File: config.mk
export PLATFORM = sky130hd
export DESIGN_NAME = sha3_row_bus_unpack_fifo
export DESIGN_NICKNAME = d
export VERILOG_FILES = /design/src/rtl/sha3_row_bus_unpack_fifo.sv
export SDC_FILE = /design/constraint.sdc
export NUM_CORES = 2
export LEC_CHECK = 0
export CAP_MARGIN = 5
export CELL_PAD_IN_SITES_DETAIL_PLACEMENT = 1
export CELL_PAD_IN_SITES_GLOBAL_PLACEMENT = 2
export CORE_AREA = 4 4 755 757
export DETAILED_ROUTE_END_ITERATION = 10
export DIE_AREA = 0 0 759 761
export PLACE_DENSITY = 0.53
export SYNTH_ARGS = -nofsm -noshare
export SYNTH_HDL_FRONTEND = slang
export SYNTH_SLANG_ARGS = --single-unit
File: constraint.sdc
create_clock -name clk -period 120.9 [get_ports clk]
set_input_delay 12.09 -clock clk [delete_from_list [all_inputs] [get_ports clk]]
set_output_delay 12.09 -clock clk [all_outputs]
set_load 0.005 [all_outputs]
File: src/rtl/sha3_row_bus_unpack_fifo.sv
// sha3_row_bus_unpack_fifo
//   Captures whole Keccak states from a 5x5 lane row bus (one-cycle sample
//   strobe, no input backpressure), stores up to DEPTH of them and replays
//   each to a valid/ready consumer as BEATS = 5/ROWS_PER_BEAT beats.
//
// Ports
//   clk           rising-edge clock
//   rst           asynchronous active-high reset (control state only)
//   flush         synchronous flush: empties FIFO, clears beat, overflow, drops
//   in_sample     one-cycle strobe, in_rowa..in_rowe valid this cycle
//   in_rowa..e    five rows of five lanes; lane [x] is column x
//   out_valid     head beat presented
//   out_ready     consumer accepts when out_valid && out_ready
//   out_rows      rows of current beat, out_rows[0] is row out_row_idx
//   out_row_idx   index of out_rows[0] (always 0 when ROWS_PER_BEAT=5)
//   out_last      current beat is the final beat of the state
//   overflow      sticky: a sample was dropped on a full FIFO
//   drop_count    saturating count of dropped samples
module sha3_row_bus_unpack_fifo #(
  parameter int LANE_W        = 64,
  parameter int DEPTH         = 2,
  parameter int ROWS_PER_BEAT = 1
) (
  input  logic                                        clk,
  input  logic                                        rst,
  input  logic                                        flush,
  input  logic                                        in_sample,
  input  logic [4:0][LANE_W-1:0]                      in_rowa,
  input  logic [4:0][LANE_W-1:0]                      in_rowb,
  input  logic [4:0][LANE_W-1:0]                      in_rowc,
  input  logic [4:0][LANE_W-1:0]                      in_rowd,
  input  logic [4:0][LANE_W-1:0]                      in_rowe,
  output logic                                        out_valid,
  input  logic                                        out_ready,
  output logic [ROWS_PER_BEAT-1:0][4:0][LANE_W-1:0]   out_rows,
  output logic [2:0]                                  out_row_idx,
  output logic                                        out_last,
  output logic                                        overflow,
  output logic [15:0]                                 drop_count
);

  localparam int BEATS = (ROWS_PER_BEAT == 5) ? 1 : 5;
  localparam int PW    = (DEPTH > 1) ? $clog2(DEPTH) : 1;
  localparam int CW    = $clog2(DEPTH + 1);
  // A single-entry FIFO still gets a 1-bit pointer; pad the array so the
  // pointer width matches the index range.
  localparam int MEMD  = (DEPTH > 1) ? DEPTH : 2;

  if (!(ROWS_PER_BEAT == 1 || ROWS_PER_BEAT == 5)) begin : g_bad_rpb
    $error("ROWS_PER_BEAT must be 1 or 5");
  end
  if (DEPTH < 1) begin : g_bad_depth
    $error("DEPTH must be >= 1");
  end

  function automatic logic [15:0] sat_inc16(input logic [15:0] v);
    return (v == 16'hFFFF) ? v : v + 16'd1;
  endfunction

  function automatic logic [PW-1:0] ptr_inc(input logic [PW-1:0] p);
    return (p == PW'(DEPTH - 1)) ? '0 : p + PW'(1);
  endfunction

  logic [4:0][4:0][LANE_W-1:0] r_mem [MEMD];
  logic [PW-1:0]               r_wr_ptr;
  logic [PW-1:0]               r_rd_ptr;
  logic [CW-1:0]               r_count;
  logic [2:0]                  r_beat;
  logic                        r_overflow;
  logic [15:0]                 r_drop_count;

  logic w_full;
  logic w_fire;
  logic w_pop_last;
  logic w_push;
  logic w_drop;

  assign out_valid   = (r_count != '0);
  assign out_last    = out_valid && (r_beat == 3'(BEATS - 1));
  assign out_row_idx = 3'(int'(r_beat) * ROWS_PER_BEAT);
  assign overflow    = r_overflow;
  assign drop_count  = r_drop_count;

  // Flush suppresses the handshake as well as the sample.
  assign w_full     = (r_count == CW'(DEPTH));
  assign w_fire     = out_valid && out_ready && !flush;
  assign w_pop_last = w_fire && out_last;
  assign w_push     = in_sample && !flush && (!w_full || w_pop_last);
  assign w_drop     = in_sample && !flush && w_full && !w_pop_last;

  always_ff @(posedge clk or posedge rst) begin
    if (rst) begin
      r_wr_ptr     <= '0;
      r_rd_ptr     <= '0;
      r_count      <= '0;
      r_beat       <= '0;
      r_overflow   <= 1'b0;
      r_drop_count <= '0;
    end else if (flush) begin
      r_wr_ptr     <= '0;
      r_rd_ptr     <= '0;
      r_count      <= '0;
      r_beat       <= '0;
      r_overflow   <= 1'b0;
      r_drop_count <= '0;
    end else begin
      if (w_push) r_wr_ptr <= ptr_inc(r_wr_ptr);
      if (w_fire) begin
        if (out_last) begin
          r_beat   <= '0;
          r_rd_ptr <= ptr_inc(r_rd_ptr);
        end else begin
          r_beat <= r_beat + 3'd1;
        end
      end
      case ({w_push, w_pop_last})
        2'b10:   r_count <= r_count + CW'(1);
        2'b01:   r_count <= r_count - CW'(1);
        default: r_count <= r_count;
      endcase
      if (w_drop) begin
        r_overflow   <= 1'b1;
        r_drop_count <= sat_inc16(r_drop_count);
      end
    end
  end

  // State storage carries no reset; row a lands at index 0.
  always_ff @(posedge clk) begin
    if (w_push) r_mem[r_wr_ptr] <= {in_rowe, in_rowd, in_rowc, in_rowb, in_rowa};
  end

  // Gated to zero when empty so the reset value of out_rows is defined
  // even though storage is not reset.
  always_comb begin
    out_rows = '0;
    if (out_valid) begin
      for (int j = 0; j < ROWS_PER_BEAT; j++) begin
        out_rows[j] = r_mem[r_rd_ptr][3'(int'(r_beat) * ROWS_PER_BEAT + j)];
      end
    end
  end

endmodule

==> flow_summary.ini <==
[outcome]
outcome = complete, but fails checks
violations = max-capacitance violations, max-slew violations

[synth]
synth_seq_area_share = 0.791
synth_edf_count = 3200
yosys.area.top_type = edfxtp_1
yosys-top-cells-area = edfxtp_1 79%, mux4_2 12%, mux2i_1 5.3%, o22ai_1 1.6%, buf_6 0.65%
ys.flop_type = edfxtp_1
async_reset_ff_frac = 0.00744
avgSynthCellArea_um2 = 23.3
ys_ff_latch = 3224
synthCells = 5249
synth_top_area_frac = 0.786
synth_cell_types = 49
synth_area_um2 = 122000
syn-num-nets = 6857
yosysWarnings = 0

[setup_path]
crit_path_end_kind = primary output
arrival_ns = 8.17
path_class = reg2out
cp.required_ns = 108.81
regToRegSetupSlack_ns = 112.09
path_max_fanout = 50
worstSetupStartpointType = flip-flop

[clocking]
htreeDepth = 5
postCtsSetupRepairBufs = 0
path_clk_slew_ns = 0.06
clk_latency_ns = 0.98
hold_buffers = 0
ctsLongestPathBuffers = 4
clock_sinks = 3224
cts_buffers = 370
tritoncts = built
root_buffer = clkbuf_16
cts_resized = 0

[min_path]
hp-class = reg2reg

[global_route]
grt_pass1_wl_um = 617000
overflow = 0
track_usage = 0.154
grt_max_degree = 155
first_global_vias = 70200
antenna_found_initial = 431

[layout]
final_nets = 9019
drive_gt1_frac = 0.168
syn2layout_area_growth_pct = 32.8
utilization = 0.288
stdcell_count = 15300

[routing]
wl_per_cell_um = 30.3
vias_per_cell = 4.26
final_antenna_net_count = 0
vias = 65300
wirelength_um = 464000
first_iter_violations = 5575
first_pass_iters = 7
drc = 0

[timing]
min_period_ns = 20.27
hold_violations = 0
rsz0062_at_grt = no
setup_violations = 0
final.period_utilization = 0.168
holdWs_ns = 0.542
fmax_mhz = 49.3
relSlewSlack = -0.00169
tightest_slew_ns = 1.46
clock_skew_ns = 0.0687
maxSlewViolCount = 1
setup_ws_ns = 100.64

[floorplan]
io-pin-count = 1947
die_y_um = 761
dieArea_um2 = 578000
start_util = 0.217
core_area_um2 = 564000
die_w_um = 759
num_rows = 276

[placed_design]
dp.cells = 14500
gp_congestion = 0.831
place.detailed.hpwl_um = 345000
preCtsSetupSlack_ns = 100.53
placement.io_buffers = 1946

[pwr]
p_leak_nw = 51.3
pwr_density_cell_nw_per_um2 = 16.0
seq_power_share = 0.499
switching_power_w = 0.000587
p_int_w = 0.00200
power_frac_comb = 0.081
ir_drop_v = 0.0000113
p_total_w = 0.00259
p_clk_frac = 0.420
power.share.switching = 0.226

[flow_run]
cap_viol_max_count = 1
==> per-stage QoR <==
step | cell area (um^2) | TNS (ns)
6_report | 162000 | 0
5_1_grt | 162000 | 0
4_1_cts | 162000 | 0
3_5_place_dp | 150000 | 0
3_3_place_gp | 150000 | 0
2_1_floorplan | 122000 | -7415.04
==> power groups by stage <==
| stage | combinational [W] | sequential, W | clock [W] |
|---|---|---|---|
| CTS | 0.000214 | 0.00129 | 0.00113 |
| finish | 0.000210 | 0.00129 | 0.00109 |
| global route | 0.000222 | 0.00130 | 0.00117 |
| global placement | 0.000210 | 0.00131 | 0 |
| detailed placement | 0.000213 | 0.00132 | 0 |
| floorplan | 0.0000707 | 0.00148 | 0 |
==> Yosys cell counts, types with 3 or more instances <==
| cell | instances |
|---|---|
| a211oi_1 | 8 |
| a21oi_1 | 6 |
| and2_1 | 3 |
| and3_1 | 3 |
| buf_1 | 3 |
| buf_2 | 128 |
| buf_4 | 12 |
| buf_6 | 71 |
| clkbuf_1 | 73 |
| clkbuf_4 | 4 |
| dfrtp_1 | 24 |
| edfxtp_1 | 3200 |
| ha_1 | 3 |
| inv_1 | 12 |
| mux2_1 | 5 |
| mux2_2 | 3 |
| mux2i_1 | 642 |
| mux4_2 | 640 |
| nand2_1 | 10 |
| nand3_1 | 9 |
| nand4_1 | 3 |
| nor2_1 | 14 |
| nor2b_1 | 9 |
| nor3_1 | 5 |
| nor4_1 | 3 |
| o21a_1 | 3 |
| o21ai_0 | 7 |
| o22ai_1 | 320 |
==> layer usage <==
layer / GRT usage / up-vias / part of all wire
li1: - / 27000 / -
met1: 0.185 / 34200 / 0.39
met3: 0.0665 / 1074 / 0.10
met5: 0 / - / 0.0035
met2: 0.256 / 2789 / 0.48
met4: 0.0371 / 254 / 0.025
==> worst max-delay path: stages (launching register included) <==
cell and delay, ns:
dfrtp_4 0.90, buf_4 0.63, buf_4 0.72, buf_4 0.67
buf_4 0.75, buf_4 0.50, buf_4 0.72, mux4_2 0.41
mux2i_1 0.80, buf_4 0.23, o22ai_1 0.11, clkdlybuf4s50_1 0.53
==> cell families after synthesis <==
family,after synthesis,synth area share
buffers and inverters,304,0.0155
AND/OR/NAND/NOR,74,0.00355
adder cells (fa/ha/maj),3,0.000307
multiplexers,1290,0.171
XOR/XNOR,2,0.000143
AO/OA/AOI/OAI,352,0.0183
flip-flops,3224,0.791
==> registers in the layout, indices dropped and copies added, names as in the netlist <==
signal	count
overflow	1
r_wr_ptr	1
r_rd_ptr	1
r_mem	3200
drop_count	16
r_count	2
r_beat	3
==> cell type report <==
class | instances | area, um^2
inverter | 13 | 56.3
multi-input combinational | 1721 | 23700
antenna | 109 | 273
clock buffer | 464 | 9760
tap | 7506 | 9390
clock inverter | 203 | 1830
fill | 57800 | 401000
sequential | 3224 | 96700
timing repair buffer | 2081 | 20600
==> placed cells by master, fill, tap and decap left out, types with 22 or more instances in the layout <==
cell type	n
mux2i_1	642
dfrtp_1	22
buf_4	122
clkbuf_16	377
edfxtp_1	3200
o22ai_1	319
clkbuf_1	87
bufinv_16	24
clkdlybuf4s50_1	1945
clkinv_1	83
diode_2	109
mux4_2	640
clkinv_2	60
==> worst paths after layout <==
| kind | start | endpoint | cells after the start |
|---|---|---|---|
| hold reg to reg | drop_count[14]$_DFFE_PP0P_ | drop_count[14]$_DFFE_PP0P_ | 1 |
| setup reg to reg | r_beat[1]$_DFFE_PP0P_ | r_mem[1][1332]$_DFFE_PP_ | 12 |
| hold / removal | drop_count[14]$_DFFE_PP0P_ | drop_count[14]$_DFFE_PP0P_ | 1 |
| max in group asynchronous | rst | r_rd_ptr$_DFFE_PP0P_ | 3 |
| min in group asynchronous | rst | drop_count[15]$_DFFE_PP0P_ | 3 |
| setup / recovery | r_beat[0]$_DFFE_PP0P_ | out_rows[33] | 11 |
Power figures use the tool's default switching activity.
